[config.mk]
export PLATFORM = sky130hd
export DESIGN_NAME = simple_ram_arbiter
export DESIGN_NICKNAME = d
export VERILOG_FILES = /design/src/rtl/simple_ram_arbiter.sv
export SDC_FILE = /design/constraint.sdc
export NUM_CORES = 1
export LEC_CHECK = 0
export ABC_AREA = 1
export CAP_MARGIN = 20
export CORE_MARGIN = 3
export CORE_UTILIZATION = 41
export CTS_CLUSTER_SIZE = 14
export DETAILED_ROUTE_END_ITERATION = 16
export PLACE_DENSITY_LB_ADDON = 0.2
export SYNTH_ARGS = -nofsm -noshare
export SYNTH_HDL_FRONTEND = slang
export SYNTH_SLANG_ARGS = --single-unit
[constraint.sdc]
create_clock -name clk -period 2.69 [get_ports clk]
set_input_delay 0.538 -clock clk [delete_from_list [all_inputs] [get_ports clk]]
set_output_delay 0.538 -clock clk [all_outputs]
set_load 0.005 [all_outputs]
[src/rtl/simple_ram_arbiter.sv]
// Two-requester arbiter and sequencer for the single-port simpleRAM word memory.
// Optional build macro SIMPLE_RAM_ARBITER_FIXED_PRIORITY_EN: requester 0 always wins ties (default round-robin).
module simple_ram_arbiter #(
  parameter int wordSize    = 8,
  parameter int addressSize = 32,
  parameter int addrWidth   = 5
) (
  input  logic                     clk,
  input  logic                     rst,
  input  logic [1:0]               req_valid,
  output logic [1:0]               req_ready,
  input  logic [1:0]               req_we,
  input  logic [2*addrWidth-1:0]   req_addr,
  input  logic [2*wordSize-1:0]    req_wdata,
  output logic [1:0]               rsp_valid,
  input  logic [1:0]               rsp_ready,
  output logic [wordSize-1:0]      rsp_rdata,
  output logic                     mem_we,
  output logic                     mem_re,
  output logic [addrWidth-1:0]     mem_addr,
  output logic [wordSize-1:0]      mem_wdata,
  input  logic [wordSize-1:0]      mem_rdata
);

  typedef enum logic [1:0] {IDLE, ACCESS, CAPTURE, RESP} state_e;

  localparam logic [31:0] depth = 32'(addressSize);

  state_e                 state_q, state_d;
  logic                   grant;
  logic                   handshake;
  logic                   gnt_q;
  logic                   we_q;
  logic                   weSel;
  logic [addrWidth-1:0]   addrSel;
  logic [addrWidth-1:0]   addrWrap;
  logic [wordSize-1:0]    wdataSel;
  logic                   mem_we_q, mem_re_q;
  logic [addrWidth-1:0]   mem_addr_q;
  logic [wordSize-1:0]    mem_wdata_q;
  logic [wordSize-1:0]    rsp_rdata_q;
`ifndef SIMPLE_RAM_ARBITER_FIXED_PRIORITY_EN
  logic                   last_grant_q;
`endif

  // A lone requester always wins; a tie goes to whoever was not served last.
  always_comb begin
    grant = 1'b0;
    if (req_valid == 2'b10) begin
      grant = 1'b1;
    end else if (req_valid == 2'b11) begin
`ifdef SIMPLE_RAM_ARBITER_FIXED_PRIORITY_EN
      grant = 1'b0;
`else
      grant = ~last_grant_q;
`endif
    end
  end

  always_comb begin
    weSel    = grant ? req_we[1] : req_we[0];
    addrSel  = grant ? req_addr[2*addrWidth-1:addrWidth] : req_addr[addrWidth-1:0];
    wdataSel = grant ? req_wdata[2*wordSize-1:wordSize] : req_wdata[wordSize-1:0];
    addrWrap = addrWidth'(32'(addrSel) % depth);
  end

  assign handshake = |(req_ready & req_valid);

  always_ff @(posedge clk or posedge rst) begin
    if (rst) begin
      state_q <= IDLE;
    end else begin
      state_q <= state_d;
    end
  end

  always_comb begin
    state_d = state_q;
    case (state_q)
      IDLE:    if (handshake) state_d = ACCESS;
      ACCESS:  state_d = we_q ? IDLE : CAPTURE;
      CAPTURE: state_d = RESP;
      RESP:    if (rsp_ready[gnt_q]) state_d = IDLE;
      default: state_d = IDLE;
    endcase
  end

  // Ready is gated by rst so nothing looks accepted while reset is held.
  always_comb begin
    req_ready = 2'b00;
    rsp_valid = 2'b00;
    if (!rst) begin
      case (state_q)
        IDLE:    if (|req_valid) req_ready[grant] = 1'b1;
        RESP:    rsp_valid[gnt_q] = 1'b1;
        default: ;
      endcase
    end
  end

  always_ff @(posedge clk or posedge rst) begin
    if (rst) begin
      gnt_q       <= 1'b0;
      we_q        <= 1'b0;
      mem_we_q    <= 1'b0;
      mem_re_q    <= 1'b0;
      mem_addr_q  <= '0;
      mem_wdata_q <= '0;
      rsp_rdata_q <= '0;
    end else begin
      mem_we_q <= 1'b0;
      mem_re_q <= 1'b0;
      if (handshake) begin
        gnt_q       <= grant;
        we_q        <= weSel;
        mem_we_q    <= weSel;
        mem_re_q    <= ~weSel;
        mem_addr_q  <= addrWrap;
        mem_wdata_q <= wdataSel;
      end
      if (state_q == CAPTURE) begin
        rsp_rdata_q <= mem_rdata;
      end
    end
  end

`ifndef SIMPLE_RAM_ARBITER_FIXED_PRIORITY_EN
  // Reset to 1 so requester 0 takes the first tie.
  always_ff @(posedge clk or posedge rst) begin
    if (rst) begin
      last_grant_q <= 1'b1;
    end else if (handshake) begin
      last_grant_q <= grant;
    end
  end
`endif

  assign mem_we    = mem_we_q;
  assign mem_re    = mem_re_q;
  assign mem_addr  = mem_addr_q;
  assign mem_wdata = mem_wdata_q;
  assign rsp_rdata = rsp_rdata_q;

endmodule
# After elaboration in Yosys (flattened, before gate mapping)
# Index checks and enable logic that the tools add are counted.
# word_totals
ff_bits	28
input_bits	42
# op_classes
bitwise	3
reduce_logical	6
eq_ne	7
order_cmp	4
muxes	22
# ops
operator	count
2-to-1 mux 2 bit	8
2-to-1 mux 1 bit	9
equality test 2 bit, second input constant	4
2-to-1 mux 8 bit	1
one-hot mux 2 bit (4 select lines)	1
2-to-1 mux 5 bit	1
< comparator 1 x 2 -> 1 bit, second input constant	2
inequality test 2 bit, second input constant	2
OR reduction 2 bit	2
bitwise AND 2 bit	1
demux 1 bit (select 1 bit)	2
equality test 2 x 1 -> 1 bit, second input constant	1
>= comparator 1 bit, second input constant	2
logical AND 1 bit	2
zero test 2 bit	1
NOT 1 bit	2
AND reduction 2 bit	1

# Depth between registers and ports, before layout
# logic_depth
ltp_word	14
depth_mapped	9
mapped_depth_nobuf	8

# Least setup slack after synthesis
# Ideal clock, no wire load.
# synth_timing
path_kind	input to output
from	input req_valid[1]
to	output req_ready[1]
required_time_ps	2152
path_stages	4
slack_ps	1188
n_path_buf	0
t_arrival_ps	964
path_cell_list	inv_1 a21oi_2 nand2_2 inv_1
# synth_via
elab_chain_len	10
# synth_lines
element	line_no	source
start: declaration	10	input logic [1:0] req_valid,
equality test 2 bit	51	end else if (req_valid == 2'b11) begin
2-to-1 mux 1 bit	51	
2-to-1 mux 1 bit	49	if (req_valid == 2'b10) begin
< comparator 1 x 2 -> 1 bit (implied by the code) or >= comparator 1 bit (tied branches)	94	IDLE: if (|req_valid) req_ready[grant] = 1'b1;
logical AND 1 bit (implied by the code)	94	
2-to-1 mux 1 bit (implied by the code)	94	
demux 1 bit (select 1 bit)	94	
2-to-1 mux 2 bit (*)	94	
2-to-1 mux 2 bit (*)	93	case (state_q)
2-to-1 mux 2 bit (*)	92	if (!rst) begin
end: declaration	11	output logic [1:0] req_ready,
# Every way passes the cells marked *; elsewhere a longest branch is shown, timed or not.

# Final worst setup path
# layout_timing
from	input req_valid[0]
to	output req_ready[0]
# The elaborated chain is that of the path after synthesis.

==> metrics <==
Routed Antenna Nets 0; Crit Path Category in -> out; die height 61.3 um; Synth Cell Area around 1300 um2; RSZ-0062 raised after global routing no; DR pass1 iterations 4; initial DRC count 27; critical path cell sequence clkdlybuf4s50_1 > a21boi_0 > nand2_2 > inv_1 > clkdlybuf4s50_1; final hold vios 0; Critical Path Sink Type output pin; CP Data Arrival Time 2000 ps; max-slew violation count 0; worst hold stages 1; Crit Reg-Reg Endpoint mem_wdata[5]; first-pass GRT wire length 4.93 mm; CP peak stage delay 500 ps; # H-tree levels 1; crit start category input port; final WL 3.18 mm; post-layout util 70.7%; critical-path maximum fanout 4; worst reg2reg path depth 6; Multi-input gate area 467 um2; P&R area growth vs syn 59.7%; worst-case clock buffer depth 2; die area 3750 um2; Commonest cells post-synth 36 x nand2_1, 27 x dfrtp_1, 16 x nor2_1, 13 x a31oi_1, 11 x inv_1; Area contributors post-synth dfrtp_1 54%, nand2_1 11%, mux2_2 7.2%, a31oi_1 6.5%, nor2_1 4.8%; Clk pin slew, worst setup/hold paths 150 ps; P_leak 0.901 nW; most frequent cell after synthesis nand2_1; ys async rst share 100%; YS warnings 0; Hold Crit Class reg -> reg; Tcrit/Tclk final 94.5%; I/O pins 69; Via Count 1173; Fmax achieved ~390 MHz; pwr dens 947 nW/um2; drt wl/cell ~14 um; post-synth top area share 53.9%; number of post-CTS setup repair buffers 0; number of global-route vias before repair about 1100; Initial Utilization 44.3%; core area 2830 um2; Via-to-Cell Ratio 4.99; min cycle time layout approximately 2500 ps; Reg2Reg Setup Slack 1020 ps; worst hold endpoint rsp_rdata[7]; layout cell share with drive strength beyond 1 10.8%; CTS hold repair buffers 0; Most used DFF post-synth dfrtp_1; final setup fails 0; CP startpoint req_valid[0]; HP Start rsp_rdata[7]; Reg area 702 um2; IO buf count 68; synth unique cells 19; worst slew pin tran 492 ps; sequential area share after synthesis 56.0%; initial antenna violation count 0; DP HPWL 2.49 mm; Cells after Synth 135; reg-to-reg critical path startpoint last_grant_q; total CTS buffers 3; row count 19; Clock Latency Late Sink 330 ps; #FFs+latches synth 28; area leader, netlist dfrtp_1; clk root buf clkbuf_4; number of synthesized flops with an enable pin 0; Die X 61.3 um; Max-Cap Viols 0; slew margin rel. 67.1%; VDD IR max 0.000466 V; Ant. Diodes 0; CP dominant cell by count clkdlybuf4s50_1; fin nets 247; cell area after layout ~2000 um2; Synthesized Nets 177; total gr overflow 0; fill count 236; CP max-delay cell clkdlybuf4s50_1; aggregate negative setup slack 0 ps; largest net degree at the start of global routing 30; drc violations 0; clk_skew between 4 and 5 ps; gpl congestion roughly 0.76; Synth Area per Inst between 9 and 10 um2; GR Util All Layers 18.0%; Post-CTS Resized 0; placed cell area 1950 um2; clk sinks 28; run status complete, no violations; Req. time, crit path between 2000 and 2500 ps; CTS tree done
## layout make-up
type | instances | area share, %
flip-flops and latches | 28 | 35.1
repair buffers | 70 | 34.8
multi-input cells | 90 | 23.3
inverters | 12 | 2.25
well taps | 31 | 1.94
clock inverters | 1 | 1.50
clock buffers | 3 | 1.13
## registers in the layout (all words and copies together) (netlist names), named ones only
| name | flops |
|---|---|
| gnt_q | 1 |
| last_grant_q | 1 |
| mem_addr | 5 |
| mem_re | 1 |
| mem_wdata | 8 |
| mem_we | 1 |
| rsp_rdata | 8 |
| state_q | 1 |
| we_q | 1 |
## cells by family after synthesis
family | after synthesis | share of synthesized area (%)
mux | 8 | 7.19
simple gates | 64 | 20.9
flops | 28 | 56.0
buf+inv | 17 | 6.69
compound gates | 18 | 9.19
## stage by stage
step / hold WS [ps] / total power [W] / instances / setup WS, ps
3_5_place_dp: 493 / 0.00164 / 231 / 165
6_report: 522 / 0.00190 / 235 / 148
2_1_floorplan: 476 / 0.00116 / 135 / 1190
5_1_grt: 548 / 0.00205 / 235 / 108
3_3_place_gp: 486 / 0.00160 / 231 / 234
4_1_cts: 527 / 0.00192 / 235 / 160
## how the worst max path moves through the flow
stage / end / slack [ps] / cells past startpoint
2_1_floorplan: req_ready[1] / 1190 / 4
3_3_place_gp: req_ready[0] / 230 / 5
3_5_place_dp: req_ready[0] / 170 / 5
4_1_cts: req_ready[0] / 160 / 5
5_1_grt: req_ready[0] / 110 / 5
6_report: req_ready[0] / 150 / 5
## power by group
part	internal (W)	leakage [nW]	switching (W)	total (W)
clock	0.000151	0.0279	0.000126	0.000277
combinational	0.000529	0.548	0.000342	0.000871
sequential	0.000629	0.324	0.000118	0.000747
## cells in the final DEF (no fill, tap or decap)
cell type,synthesis,layout
a21boi_0,2,2
a21oi_2,1,1
a31oi_1,13,13
buf_4,1,2
bufinv_16,0,1
clkbuf_4,0,3
clkdlybuf4s50_1,0,68
dfrtp_1,27,27
dfstp_2,1,1
inv_1,11,11
inv_2,1,1
mux2_2,8,8
nand2_1,36,36
nand2_2,4,4
nand3_1,5,5
nor2_1,16,16
nor2_2,1,1
nor3_1,2,2
o21ai_0,2,2
## metal layers
| layer | vias up | global-route usage (%) | wire length [um] |
|---|---|---|---|
| met2 | 43 | 32.3 | 1660 |
| met1 | 552 | 20.1 | 1250 |
| met3 | 5 | 3.98 | 238 |
| met5 | - | 0 | 0 |
| li1 | 573 | - | - |
| met4 | 0 | 8.36 | 37 |
## critical path, delay by kind of cell
family / cells / cell delay (ps)
and+or+nand+nor: 1 / 120
buffers and inverters: 3 / 1090
AOI/OAI and AO/OA: 1 / 250
No activity file was read; power rests on OpenSTA's default activity.
